$ cat src/rtl/serial_adder.sv
// Bit-serial WIDTH-bit adder/subtractor: one full-adder cell plus a carry flop,
// one bit per clock LSB first, under a start/busy/done handshake.

module serial_adder_fa (
  input  logic x,
  input  logic y,
  input  logic ci,
  output logic s,
  output logic co
);
  assign s  = x ^ y ^ ci;
  assign co = (x & y) | (x & ci) | (y & ci);
endmodule

module serial_adder #(
  parameter int WIDTH = 8
) (
  input  logic             clk,
  input  logic             reset,
  input  logic             start,
  input  logic             sub,
  input  logic [WIDTH-1:0] a,
  input  logic [WIDTH-1:0] b,
  input  logic             cin,
  output logic             busy,
  output logic             done,
  output logic [WIDTH-1:0] sum,
  output logic             carry
);
  localparam int CW = (WIDTH > 1) ? $clog2(WIDTH) : 1;
  localparam logic [CW-1:0] LAST = CW'(WIDTH - 1);

  localparam logic [1:0] IDLE = 2'd0;
  localparam logic [1:0] ADD  = 2'd1;
  localparam logic [1:0] DONE = 2'd2;

  logic [1:0]       state;
  logic [WIDTH-1:0] a_r, b_r, res, res_nxt;
  logic             c_r, s_bit, c_nxt;
  logic [CW-1:0]    cnt;

  serial_adder_fa u_fa (
    .x (a_r[0]),
    .y (b_r[0]),
    .ci(c_r),
    .s (s_bit),
    .co(c_nxt)
  );

  // Result fills from the MSB so the LSB lands at bit 0 after WIDTH shifts.
  generate
    if (WIDTH == 1) begin : g_res1
      assign res_nxt = s_bit;
    end else begin : g_resn
      assign res_nxt = {s_bit, res[WIDTH-1:1]};
    end
  endgenerate

  assign busy = (state == ADD);
  assign done = (state == DONE);

  always_ff @(posedge clk) begin
    if (reset) begin
      state <= IDLE;
      a_r   <= '0;
      b_r   <= '0;
      c_r   <= 1'b0;
      cnt   <= '0;
      res   <= '0;
      sum   <= '0;
      carry <= 1'b0;
    end else begin
      case (state)
        IDLE, DONE: begin
          if (start) begin
            // Subtract is a + ~b + 1: invert b once here, seed the carry with 1.
            a_r   <= a;
            b_r   <= b ^ {WIDTH{sub}};
            c_r   <= sub | cin;
            cnt   <= '0;
            state <= ADD;
          end else begin
            state <= IDLE;
          end
        end
        ADD: begin
          a_r <= a_r >> 1;
          b_r <= b_r >> 1;
          c_r <= c_nxt;
          res <= res_nxt;
          cnt <= cnt + CW'(1);
          if (cnt == LAST) begin
            state <= DONE;
            sum   <= res_nxt;
            carry <= c_nxt;
          end
        end
        default: state <= IDLE;
      endcase
    end
  end
endmodule
$ cat config.mk
export PLATFORM = sky130hd
export DESIGN_NAME = serial_adder
export DESIGN_NICKNAME = d
export VERILOG_FILES = /design/src/rtl/serial_adder.sv
export SDC_FILE = /design/constraint.sdc
export NUM_CORES = 1
export LEC_CHECK = 0
export CORE_MARGIN = 1.5
export CORE_UTILIZATION = 40
export CTS_CLUSTER_DIAMETER = 40
export CTS_CLUSTER_SIZE = 12
export DETAILED_ROUTE_END_ITERATION = 6
export PLACE_DENSITY = 0.67
export SYNTH_ARGS = -nofsm -noshare
export SYNTH_HDL_FRONTEND = slang
export SYNTH_SLANG_ARGS = --single-unit
$ cat constraint.sdc
create_clock -name clk -period 1.3 [get_ports clk]
set_input_delay 0.195 -clock clk [delete_from_list [all_inputs] [get_ports clk]]
set_output_delay 0.195 -clock clk [all_outputs]
set_load 0.005 [all_outputs]
==> flow_summary.yaml, run 1 <==
yosys:
  synthSimpleGateAreaFrac_pct: 17.9
  syn-mean-instance-area_um2: 9.13
  synth_cells: 183
  synth_fa_ha_area_share_pct: 2.70
  ys_seq_elements: 38
  ys_types: 25
  synthTopCellsByArea: "dfxtp_1 46%, a21oi_1 9.9%, nand3_1 8.7%, a22oi_2 7.5%, nand2_1 6.3%"
  synth_top_area_share_pct: 45.5
  ys.flop_type: "dfxtp_1"
  synth_compound_area_share_pct: 21.3
  synth_mux_area_share_pct: 0
  syn-num-nets: 207
  synth-edff-count: 0
  synth_top_family_by_area: "compound AO/OA/AOI/OAI gates"
  synth_area_mm2: 0.00167
  synth_seq_area_share_pct: 45.5
  synth_most_common_cell: "dfxtp_1"
  yosysTopAreaCell: "dfxtp_1"
  yosysWarnings: 0
  synthArstFlopShare_pct: 0
  synthTopCellsByCount: "38 x dfxtp_1, 33 x a21oi_1, 29 x nand3_1"
  synthXorXnorAreaFrac_pct: 4.19
clocking:
  cts_max_path_buffers: 2
  insertion_delay_ns: 0.29
  cts_sinks: 38
  ctsHoldBuffers: 0
  htreeDepth: 2
  clockRootBuffer: "clkbuf_8"
  cts_tree: "done"
  cts_made_buffers: 5
  clk_pin_slew_ns: 0.08
power:
  intPower_mw: 1.83
  comb_power_share_pct: 15.2
  power.leakage_nw: 0.826
  power_frac_seq_pct: 50.9
  p_clk_share_pct: 33.9
  ir_drop_v: 0.000557
  switching_share_pct: 25.5
  p_sw_mw: 0.627
  cellPowerDensity_mw_per_mm2: 1100
hold_path:
  min-delay-path-class: "reg2reg"
floorplan:
  ioPinCount: 32
  std_cell_rows: 23
  core_area_mm2: 0.00400
  die_area_mm2: 0.00457
  start_util_pct: 41.8
  fp.dieH_um: 67.6
  die_w_um: 67.6
place:
  post-place-ws_ns: -0.0703
  place_inst: 262
  dp_hpwl_mm: 2.16
  placedInstanceArea_mm2: 0.00208
  io_buffer_count: 31
  gp_congestion: 0.739
sta:
  skew_ns: 0.00708
  finalSetupViolations: 0
  fin_ws_ns: 0.0253
  hold_viol: 0
  tightest_slew_ns: 0.300
  post-route-period-util_pct: 98.1
  period_needed_ns: 1.27
  rsz0062_at_grt: "true"
  slew_violations: 0
  maxSlewHeadroom_pct: 80.0
  max_freq_mhz: 784
worst_setup_path:
  cp-start-kind: "flip-flop"
  crit_path_frequent_cell: "ha_4"
  critical_path_required_ns: 1.52
  cp_max_fo: 5
  crit_chain: "ha_4 -> ha_4 -> nand3b_1 -> clkbuf_16 -> nand2_1 -> a21oi_1"
  worst-setup-path-type: "reg2reg"
  arrival_ns: 1.49
  slowest_stage: "dfxtp_2"
  critPathCaptureType: "flip-flop"
  max_stage_delay_ns: 0.34
drt:
  vias_per_cell: 5.22
  drtIter0Drc: 87
  drt_wl_total_mm: 3.42
  vias: 1414
  ant_nets: 0
  post-route-drc-count: 0
  avgRoutedWirePerCell_um: 12.6
  first_pass_iters: 6
flow_run:
  drv_cap: 0
layout:
  stdcell_area_mm2: 0.00224
  syn_to_final_growth_pct: 33.9
  finalNonFillerCells: 271
  n_antenna_cell: 0
  drive_gt1_share_pct: 21.3
  nets: 244
global_route:
  grt_pass1_vias: 1241
  grt_max_degree: 39
  track_usage_pct: 15.7
  gr-total-overflow: 0
  antenna_found_initial: 0
  grt_pass1_wl_mm: 5.41
status:
  status: "finished clean"
==> metrics by stage <==
stage / total power, mW / hold WS, ns / setup TNS [ns] / util, %
after floorplan: 1.51 / 0.331 / 0 / -
after global placement: 1.64 / 0.441 / -0.207 / 52.0
after detailed placement: 1.64 / 0.446 / -0.642 / 52.0
after CTS: 2.47 / 0.453 / 0 / 54.3
after global routing: 2.56 / 0.471 / -0.0542 / 55.9
final: 2.46 / 0.446 / 0 / 55.9
==> worst paths after layout <==
check / slack (ns) / endpoint / from / cells past startpoint
max: 0.03 / sum[0]$_SDFFE_PP0P_ / cnt[0]$_SDFFE_PP0P_ / 6
max reg2reg: 0.03 / sum[0]$_SDFFE_PP0P_ / cnt[0]$_SDFFE_PP0P_ / 6
min reg2reg: 0.45 / sum[5]$_SDFFE_PP0P_ / sum[5]$_SDFFE_PP0P_ / 2
min: 0.45 / sum[5]$_SDFFE_PP0P_ / sum[5]$_SDFFE_PP0P_ / 2
==> cell type report <==
class / instances / area [µm²]
inverters: 1 / 6.26
clock buffers: 6 / 82.6
fillers: 381 / 1760
repair buffers: 46 / 489
well taps: 50 / 62.6
multi-input cells: 128 / 813
clock inverters: 2 / 12.5
flip-flops and latches: 38 / 769
==> timing repair <==
action                     4_1_cts  5_1_grt
cloned                           0        1
resized for setup               16        9
pin swaps                        0        5
setup endpoints to repair       11        5
setup buffers                    0        0
==> logic make-up after synthesis <==
group	after synthesis
compound gates	52
xor+xnor	8
flops	38
fa+ha+maj	3
simple gates	65
buf+inv	17
==> flip-flops by register name, indices dropped and copies added, names as in the netlist <==
register	flops
a_r	8
b_r	8
sum	8
res	7
cnt	3
state	2
c_r	1
carry	1
==> layer usage <==
layer	track usage [%]	wire length (µm)	vias up
li1	-	-	709
met1	20.1	1580	667
met2	24.9	1640	34
met3	3.17	172	4
met4	8.16	36	0
met5	0	0	-
==> layout by cell type (no fill, tap or decap), types with 3 or more instances in the layout <==
master           instances
dlygate4sd2_1           11
a22oi_1                  3
buf_12                   5
a22oi_2                 11
dfxtp_1                 33
buf_4                    9
dfxtp_2                  4
nand3_1                 29
a21oi_2                  4
clkbuf_8                 6
xor2_1                   8
nand2_1                 28
clkdlybuf4s50_1         20
a21oi_1                 31
==> worst max-delay path, delay by kind of cell (launching register included) <==
kind	cells	cell delay, ns
buf+inv	1	0.19
compound gates	1	0.13
fa+ha+maj	2	0.31
simple gates	2	0.25
flops	1	0.34
==> power groups by stage <==
stage                     logic [mW]  registers (mW)  clock network (mW)
after global placement         0.366            1.27                   0
after global routing           0.409            1.26               0.898
after detailed placement       0.369            1.27                   0
after CTS                      0.369            1.25               0.851
final                          0.373            1.25               0.833
after floorplan                0.244            1.27                   0
Power figures use the tool's default switching activity.
==> run 2: changes to the inputs <==
- CTS_CLUSTER_SIZE: 12 -> 20
- SKIP_LAST_GASP: default -> 1
==> run 2 against run 1 <==
Compared with the run above:
- clock skew is essentially flat
- sequential cell count is the same
- register-to-register slack is essentially flat
- sequential power is essentially flat
- final area is the same
- utilization is the same
- count of clock-buffer cells in the layout is the same
- cell count is the same
- fmax shrank 0.15%
- highest routed layer unchanged
==> flow_summary.yaml, run 2 (synthesis gave the netlist of run 1 again) <==
power:
  ir_drop_v: 0.000557
  cellPowerDensity_mw_per_mm2: 1100
  power.leakage_nw: 0.826
layout:
  n_antenna_cell: 0
  syn_to_final_growth_pct: 33.9
  drive_gt1_share_pct: 21.3
  nets: 244
  final_common_cell: "dfxtp_1"
  stdcell_area_mm2: 0.00224
  nFillCells: 381
  final_cell_mix: "33 x dfxtp_1, 31 x a21oi_1, 29 x nand3_1"
  reg_top3: "a_r (8), b_r (8), sum (8)"
place:
  placedInstanceArea_mm2: 0.00208
  dp_hpwl_mm: 2.16
  post-place-ws_ns: -0.0703
  io_buffer_count: 31
  gp_congestion: 0.739
floorplan:
  die_w_um: 67.6
  core_area_mm2: 0.00400
  start_util_pct: 41.8
  fp.dieH_um: 67.6
  ioPinCount: 32
  die_area_mm2: 0.00457
  std_cell_rows: 23
sta:
  max_freq_mhz: 783
  fin_ws_ns: 0.0234
  post-route-period-util_pct: 98.2
  maxSlewHeadroom_pct: 79.8
  period_needed_ns: 1.28
  hold_viol: 0
  slew_violations: 0
  skew_ns: 0.00662
  rsz0062_at_grt: "true"
  tightest_slew_ns: 0.303
  finalSetupViolations: 0
global_route:
  gr-total-overflow: 0
  grt_pass1_vias: 1241
  antenna_found_initial: 0
  grt_pass1_wl_mm: 5.41
  track_usage_pct: 15.7
  grt_max_degree: 39
drt:
  drt_wl_total_mm: 3.42
  drtIter0Drc: 88
  post-route-drc-count: 0
  ant_nets: 0
  first_pass_iters: 4
  vias: 1410
  vias_per_cell: 5.20
  avgRoutedWirePerCell_um: 12.6
status:
  status: "finished clean"
clocking:
  cts_max_path_buffers: 2
  htreeDepth: 2
  ctsHoldBuffers: 0
  clk_pin_slew_ns: 0.08
  cts_tree: "done"
  post-cts-setup-buffers: 0
  clockRootBuffer: "clkbuf_8"
  cts_made_buffers: 5
  cts_sinks: 38
  insertion_delay_ns: 0.29
worst_setup_path:
  critical_path_required_ns: 1.52
  critPathCaptureType: "flip-flop"
  worst-setup-path-type: "reg2reg"
  cp-start-kind: "flip-flop"
  arrival_ns: 1.49
  cp_max_fo: 5
hold_path:
  min-delay-path-class: "reg2reg"
flow_run:
  drv_cap: 0
==> run 2: what timing repair did <==
| action | CTS | global route |
|---|---|---|
| hold endpoints to repair | 0 | 0 |
| endpoints found under the setup margin | 11 | 5 |
| pin swaps | 0 | 4 |
| gates resized for setup | 16 | 9 |
| gates cloned | 0 | 1 |
==> run 2: path summary, 6_finish.rpt <==
kind,start,to,slack (ns),cells after the start
worst max register to register,cnt[0]$_SDFFE_PP0P_,sum[0]$_SDFFE_PP0P_,0.02,6
worst min-delay path,sum[5]$_SDFFE_PP0P_,sum[5]$_SDFFE_PP0P_,0.45,2
worst min register to register,sum[5]$_SDFFE_PP0P_,sum[5]$_SDFFE_PP0P_,0.45,2
worst max-delay path,cnt[0]$_SDFFE_PP0P_,sum[0]$_SDFFE_PP0P_,0.02,6
==> run 2: where the power goes <==
group	total, mW	switching (mW)	internal, mW
clock network	0.832	0.406	0.426
logic	0.373	0.182	0.190
registers	1.25	0.0372	1.21
total	2.46	0.626	1.83
==> run 2: layer usage <==
metal  up-vias  global-route usage (%)  share of wire [%]
met5         -                       0                  0
met4         0                    8.16                1.1
met3         4                    3.17                5.2
met2        34                    24.9                 48
met1       663                    20.1                 46
li1        709                       -                  -
==> run 2: final cells by class <==
cell class | count | area, µm² | area share (%)
Multi-Input combinational cell | 128 | 813 | 36.4
Inverter | 1 | 6.26 | 0.280
Clock buffer | 6 | 82.6 | 3.69
Tap cell | 50 | 62.6 | 2.80
Clock inverter | 2 | 12.5 | 0.560
Sequential cell | 38 | 769 | 34.4
Timing Repair Buffer | 46 | 489 | 21.9
==> run 2: stage by stage <==
step / cells / utilization [%] / TNS (ns) / total power, mW / hold WS [ns]
finish: 271 / 55.9 / 0 / 2.46 / 0.446
global route: 271 / 55.9 / -0.0624 / 2.56 / 0.471
CTS: 270 / 54.3 / 0 / 2.47 / 0.453
detailed placement: 262 / 52.0 / -0.642 / 1.64 / 0.446
global placement: 262 / 52.0 / -0.207 / 1.64 / 0.441
floorplan: 183 / - / 0 / 1.51 / 0.331
==> run 2: critical path: stages, from the launching register on <==
cell	delay, ns
dfxtp_2	0.34
ha_4	0.16
ha_4	0.15
nand3b_1	0.20
clkbuf_16	0.19
nand2_1	0.05
a21oi_1	0.13
==> run 3: changes to the inputs <==
- CAP_MARGIN: default -> 10
- CORE_MARGIN: 1.5 -> 1
==> run 3 against run 2 <==
Compared with the run above:
- worst setup slack improved by 0.0075 ns
- largest power group unchanged
- critical path type unchanged
- register-to-register slack about the same
- worst hold slack about the same
==> flow_summary.yaml, run 3 (synthesis gave the netlist of run 1 again) <==
sta:
  finalSetupViolations: 0
  period_needed_ns: 1.27
  rsz0062_at_grt: "true"
  tightest_slew_ns: 0.288
  hold_viol: 0
  post-route-period-util_pct: 97.6
  max_freq_mhz: 788
  slew_violations: 0
  maxSlewHeadroom_pct: 80.8
  skew_ns: 0.00762
drt:
  vias_per_cell: 5.12
  ant_nets: 0
  vias: 1378
  first_pass_iters: 4
  drt_wl_total_mm: 3.34
  avgRoutedWirePerCell_um: 12.4
  post-route-drc-count: 0
  drtIter0Drc: 110
place:
  gp_congestion: 0.681
  placedInstanceArea_mm2: 0.00204
  dp_hpwl_mm: 2.16
  io_buffer_count: 31
layout:
  syn_to_final_growth_pct: 33.3
  register_area_um2: 773
  nFillCells: 368
  nets: 242
  reg_top3: "a_r (8), b_r (8), sum (8)"
  stdcell_area_mm2: 0.00223
  final_util_pct: 55.6
  multiInputGateArea_um2: 828
  drive_gt1_share_pct: 23.7
  n_antenna_cell: 0
  final_cell_mix: "29 x nand3_1, 29 x a21oi_1, 28 x dfxtp_1"
status:
  status: "finished clean"
power:
  ir_drop_v: 0.000770
  cellPowerDensity_mw_per_mm2: 1150
  power.leakage_nw: 0.817
worst_setup_path:
  crit_start: "cnt[1]$_SDFFE_PP0P_"
  cp-start-kind: "flip-flop"
  critPathCaptureType: "flip-flop"
  arrival_ns: 1.49
  critical_path_required_ns: 1.52
  rr_startpoint: "cnt[1]$_SDFFE_PP0P_"
  cp_max_fo: 5
  worst-setup-path-type: "reg2reg"
flow_run:
  drv_cap: 0
global_route:
  grt_max_degree: 39
  track_usage_pct: 17.4
  grt_pass1_wl_mm: 5.78
  antenna_found_initial: 0
  gr-total-overflow: 0
  grt_pass1_vias: 1250
floorplan:
  std_cell_rows: 23
  ioPinCount: 32
  fp.dieH_um: 66.6
  die_w_um: 66.6
  core_area_mm2: 0.00400
  die_area_mm2: 0.00444
  start_util_pct: 41.8
clocking:
  htreeDepth: 2
  insertion_delay_ns: 0.29
  cts_tree: "done"
  clk_pin_slew_ns: 0.07
  cts_max_path_buffers: 2
  clockRootBuffer: "clkbuf_8"
  cts_sinks: 38
  cts_made_buffers: 5
hold_path:
  min-delay-path-class: "reg2reg"
  hp-start: "sum[3]$_SDFFE_PP0P_"
run 3: changes by cell type in the layout (fill, tap and decap cells not counted), sizes merged:
cell | previous run | this run
buf | 14 | 12
bufinv | 0 | 1
clkbuf | 7 | 8
clkinv | 1 | 0
clkinvlp | 1 | 0
run 3: worst paths after layout:
path	to	cells past startpoint	slack, ns
hold / removal	sum[3]$_SDFFE_PP0P_	2	0.45
hold reg to reg	sum[3]$_SDFFE_PP0P_	2	0.45
setup / recovery	sum[1]$_SDFFE_PP0P_	6	0.03
setup reg to reg	sum[1]$_SDFFE_PP0P_	6	0.03
run 3: worst max-delay path: stages, from the launching register on:
cell and delay [ns]:
dfxtp_2 0.34, ha_4 0.16, ha_4 0.15, nand3b_1 0.19, clkbuf_16 0.20, nand2_1 0.05, a21oi_1 0.10
run 3: repair_timing:
item                                    in CTS  in global routing
resized for setup                           21                 13
endpoints found under the hold margin        0                  0
buffers inserted                             0                  0
pin swaps                                    0                 10
hold buffers                                 0                  0
endpoints found under the setup margin      11                  9
cloned                                       0                  1
run 3: per-layer routing:
metal  routed length, µm  vias to the layer above  track usage, %
li1                    -                      705               -
met1                1570                      639            23.5
met2                1640                       30            26.1
met3                  97                        4            3.60
met4                  31                        0            7.98
met5                   0                        -               0
run 3: area by class of cell:
class | instances | area share (%)
clock buffers | 7 | 3.43
well taps | 50 | 2.81
clock inverters | 1 | 1.35
flip-flops and latches | 38 | 34.7
multi-input cells | 128 | 37.2
inverters | 1 | 0.281
repair buffers | 44 | 20.2
run 3: per-stage QoR:
| step | hold WS [ns] | cells | power (mW) | setup TNS [ns] | setup slack, ns |
|---|---|---|---|---|---|
| after floorplan | 0.331 | 183 | 1.51 | 0 | 0.113 |
| after global placement | 0.444 | 260 | 1.62 | -0.218 | -0.0401 |
| after detailed placement | 0.447 | 260 | 1.62 | -0.602 | -0.0651 |
| after CTS | 0.454 | 268 | 2.58 | 0 | 0.0328 |
| after global routing | 0.463 | 269 | 2.67 | -0.165 | -0.0348 |
| final | 0.446 | 269 | 2.56 | 0 | 0.0309 |
run 3: report_power, final:
part / switching, mW / total (mW) / internal, mW
Sequential: 0.0357 / 1.25 / 1.21
Clock: 0.394 / 0.968 / 0.574
Combinational: 0.173 / 0.343 / 0.170
==> variant 1, RTL diff (flow settings as in run 1) <==
Register the inputs `start`, `sub`, `a`, `b` and `cin` before use. The logic sees them one clock later.
--- a/src/rtl/serial_adder.sv
+++ b/src/rtl/serial_adder.sv
@@ -35,2 +35,16 @@
   localparam logic [1:0] DONE = 2'd2;
+
+  logic start_q;
+  logic sub_q;
+  logic [WIDTH-1:0] a_q;
+  logic [WIDTH-1:0] b_q;
+  logic cin_q;
+
+  always_ff @(posedge clk) begin
+    start_q <= start;
+    sub_q   <= sub;
+    a_q     <= a;
+    b_q     <= b;
+    cin_q   <= cin;
+  end
 
@@ -74,7 +88,7 @@
         IDLE, DONE: begin
-          if (start) begin
+          if (start_q) begin
             // Subtract is a + ~b + 1: invert b once here, seed the carry with 1.
-            a_r   <= a;
-            b_r   <= b ^ {WIDTH{sub}};
-            c_r   <= sub | cin;
+            a_r   <= a_q;
+            b_r   <= b_q ^ {WIDTH{sub_q}};
+            c_r   <= sub_q | cin_q;
             cnt   <= '0;
Behaviour: not the same (a bounded check fails within 4 cycles, from zero or initial values and one cycle with reset high).
==> variant 1 against run 1 <==
Synthesized area up 24%. Wire length up 7.2%. Register-to-register slack better by 0.04 ns. Critical path depth down 3. Fmax up 2.4%. Worst setup slack better by 0.030 ns. Cell area up 24%. Critical path type is now reg2out. Sequential cell count up 19. Total power up 74%.
==> variant 1: results (changes against run 1) <==
The area fraction in compound gates after synthesis is 0.190 (-0.0240). The maximum vdd ir drop was 0.859 mV (+54%). The number of vias per cell after detailed routing came out at 4.72 (-9.6%). The post-place instance area came out at 2510 um2 (+21%). The detailed-routing iteration count for the pre-antenna-repair pass is 4 (-2).

The met2 track demand over resource in global routing is 0.239 (-0.00984). The final clock skew came out at 0.00852 ns (+0.00144 ns). The synthesized netlist cell count came to 203 (+11%). The maximum clock insertion buffer count was 2 (unchanged). The slowest stage of the critical path belongs to the cell dfxtp_2. The count of H-tree levels built during CTS is 3 (+1). The fill cell total of the finished layout was 476 (+25%). The non-filler instance count after layout came out at 317 (+17%). The reported leakage power came out at 1.04 nW (+26%). The maximum fanout along the worst path came to 3 (-2). The total half-perimeter wirelength after legalization and detailed placement is 2230 um (+3.0%).

The maximum cell stage delay along the critical path came out at 0.32 ns (-0.02 ns). The overall routing resource usage came to 0.155 (-0.00255). The first-pass GRT wire length was 6270 um (+16%). By count the netlist is led by dfxtp_1 (57), nand2_1 (28), nand3_1 (28). The later-pin clock latency in the skew report is 0.34 ns (+0.05 ns).

The met3 demand-to-capacity share in global routing is 0.0683 (+0.0366). The synthesized netlist net count came out at 227 (+9.7%). The run finished with clean final reports. In this run the worst hold path is classified as in2reg. The met1 routing resource usage after global routing came to 0.177 (-0.0241). The combined area of the multi-input logic cells came out at 836 um2 (+2.8%). The clock buffer count from CTS is 9 (+4). The weighted congestion at the end of routability-driven global placement is 0.694 (-6.1%). The fraction of synthesized area in multiplexers is 0.00481 (+0.00481).

The sequential element share of the synthesized area came out at 0.549 (+0.0933). The count of buffers inserted at the top-level ports is 31 (unchanged). The power per unit of standard cell area came out at 1540 nW/um2 (+40%). Yosys attributes the largest share of cell area to dfxtp_1 (55%), nand3_1 (6.7%), a22oi_2 (6.0%). The via count of the first global-routing pass came to 1,405 (+13%). The fraction of the mapped netlist area in adder cells is 0.0217 (-0.00531). The pre-CTS worst setup slack came out at 0.0236 ns (+0.0939 ns).

The share of final-layout standard cells stronger than drive strength 1 came to 0.239 (+0.0262). The transition time at the pin with the least slew margin came out at 0.271 ns (-0.0293 ns). The total instance count after detailed placement is 300 (+15%). The routed wire length is 3670 um (+7.2%).

The number of nets in the layout is 266 (+9.0%). The internal power contribution is 0.00334 W (+82%).
-- variant 1: path summary, 6_finish.rpt --
path	from	endpoint	slack, ns	cells past startpoint
setup / recovery	state[1]	busy	0.06	3
setup reg to reg	cnt[0]	sum[1]	0.07	6
hold / removal	a[0]	a_q[0]	0.29	1
hold reg to reg	a_q[7]	a_r[7]	0.44	2
-- variant 1: per-layer routing --
layer,up-vias,part of all wire
met5,-,0
met4,0,0.026
met3,9,0.047
met2,34,0.48
met1,673,0.45
li1,779,-
-- variant 1: area by class of cell --
| type | instances | area share |
|---|---|---|
| Sequential cell | 57 | 0.413 |
| Multi-Input combinational cell | 129 | 0.302 |
| Timing Repair Buffer | 44 | 0.161 |
| Clock buffer | 11 | 0.0511 |
| Clock inverter | 5 | 0.0371 |
| Tap cell | 70 | 0.0316 |
| Inverter | 1 | 0.00407 |
-- variant 1: timing repair --
item,in CTS,in global routing
resized for setup,18,7
pin swaps,0,1
endpoints found under the setup margin,11,12
setup buffers,0,1
gates cloned,0,0
==> variant 2, RTL diff (settings of run 1) <==
Made on the original files. The parameter `WIDTH` goes from 8 to 4.
--- a/src/rtl/serial_adder.sv
+++ b/src/rtl/serial_adder.sv
@@ -15,3 +15,3 @@
 module serial_adder #(
-  parameter int WIDTH = 8
+  parameter int WIDTH = 4
 ) (
Interface: changed (resized a, b and sum); port bits go from 32 to 20. No check against the original RTL was run, so the function may have changed too.
==> variant 2 against run 1 <==
Clock power down 63%. Sequential power decreased by 44%. Wire length fell by 50%. Core utilization rose by 1.8 points. Fmax is 4.3% higher. Sequential cell count fell by 17. Global-route usage fell by 0.31 points. Synthesized area fell by 47%. Worst setup slack gained 0.053 ns. Total power shrank 51%. Cell area is 48% lower. Worst hold slack worse by 0.00067 ns.
==> variant 2: results (changes against run 1) <==
The run finished with clean final reports. The via count of the first global-routing pass was 713 (-43%). The synthesized netlist net count is 117 (-43%).

The clock transition at the registers of the reported paths came out at 0.12 ns (+0.04 ns). The largest registers in the layout are a_r (4), b_r (4), sum (4). The switching part of the total power came out at 0.255 (about the same). The synthesized netlist cell count is 102 (-44%). The xor and xnor fraction of the mapped netlist area came out at 0.0393 (-0.00268). The number of stages on the worst hold path came out at 3 (+1). In this run the most critical hold path is launched from a[3]. Sorting the synthesized cells by area gives the leading types as dfxtp_1 (47%), a21oi_1 (10%), nand3_1 (9.0%). The final clock skew is 0.00500 ns (-0.00208 ns). The non-filler instance count after layout is 152 (-44%). In this run the worst setup path begins at state[0]. In this run the worst hold path is classified as in2reg.

The count of buffers inserted at the top-level ports is 19 (-39%). Following the worst setup path forward leads to its endpoint at c_r. The pin count of the biggest net entering global routing is 22 (-44%).

The maximum fanout along the worst path came to 9 (+4). The share of final-layout standard cells stronger than drive strength 1 is 0.176 (-0.0367). The number of vias per cell after detailed routing came out at 5.00 (-4.2%). The pre-CTS worst setup slack came to -0.0437 ns (+0.0267 ns). The register-to-register setup slack is 0.08 ns (+0.05 ns). The count of distinct cell types in the synthesized netlist is 22 (-12%). In this run the clock root is driven by a clkbuf_4. The overall routing resource usage came out at 0.154 (-0.00309). The detailed-routing iteration count for the pre-antenna-repair pass came out at 4 (-2). The transition time at the pin with the least slew margin came out at 0.264 ns (-0.0365 ns). The sequential element share of the synthesized area is 0.471 (+0.0158). The reported leakage power is 0.458 nW (-45%). The weighted congestion at the end of routability-driven global placement is 0.721 (-2.5%). The count of H-tree levels built during CTS is 1 (-1). The count of cells along the worst register-to-register path is 4 (-2). The number of nets in the layout is 141 (-42%). The average routed wire per standard cell came out at 11.3 um (-11%).
variant 2: cell count changes after synthesis, moves of 3 or more:
cell,before,now
dfxtp_1,38,21
nand2_1,28,15
a21oi_1,33,18
nand3_1,29,16
buf_6,4,1
a22oi_2,10,0
xor2_1,8,4
buf_4,5,1
variant 2: cells by family (layout without fill, tap and decap cells):
kind of cell	Yosys count	after routing
DFF	21	21
buffers and inverters	9	32
xor gates and xnor gates	4	4
adders and majority gates	2	2
and+or+nand+nor	39	39
AOI/OAI and AO/OA	27	27
variant 2: worst min path at each step:
| stage | slack, ns | to |
|---|---|---|
| 2_1_floorplan | 0.26 | c_r |
| 3_3_place_gp | 0.44 | sum[1] |
| 3_5_place_dp | 0.45 | sum[1] |
| 4_1_cts | 0.45 | a_r[3] |
| 5_1_grt | 0.45 | a_r[3] |
| 6_report | 0.45 | a_r[3] |
variant 2: what timing repair did:
item | in CTS | in global routing
buffers inserted | 2 | 0
resized for setup | 17 | 2
hold buffers | 0 | 0
endpoints found under the setup margin | 7 | 2
variant 2: layout make-up:
type / count / area [um2] / share of cell area
clock buffer: 3 / 22.5 / 0.0193
clock inverter: 1 / 5.00 / 0.00429
inverter: 1 / 8.76 / 0.00750
multi-input combinational: 72 / 414 / 0.355
sequential: 21 / 432 / 0.370
tap: 27 / 33.8 / 0.0289
timing repair buffer: 27 / 251 / 0.215
variant 2: power by group through the flow:
stage	registers, W	clock network [W]	logic (W)
global placement	0.000707	0	0.000186
CTS	0.000695	0.000317	0.000193
detailed placement	0.000709	0	0.000188
global route	0.000700	0.000351	0.000213
floorplan	0.000703	0	0.000124
finish	0.000695	0.000306	0.000192
variant 2: per-layer routing:
metal  vias up  global-route usage  wire length [um]
li1        394                   -                 -
met1       347               0.163               712
met2        17               0.279               904
met3         2              0.0268                76
met4         0              0.0972                19
met5         -                   0                 0
variant 2: metrics by stage:
step	total power (W)	cell area, um2
2_1_floorplan	0.000828	892
3_3_place_gp	0.000893	1120
3_5_place_dp	0.000897	1120
4_1_cts	0.00120	1170
5_1_grt	0.00126	1170
6_report	0.00119	1170
variant 2: critical path: stages (launching register included):
cell     delay, ns
dfxtp_4       0.38
buf_4         0.13
and2b_1       0.34
o21ai_0       0.15
a31oi_1       0.17
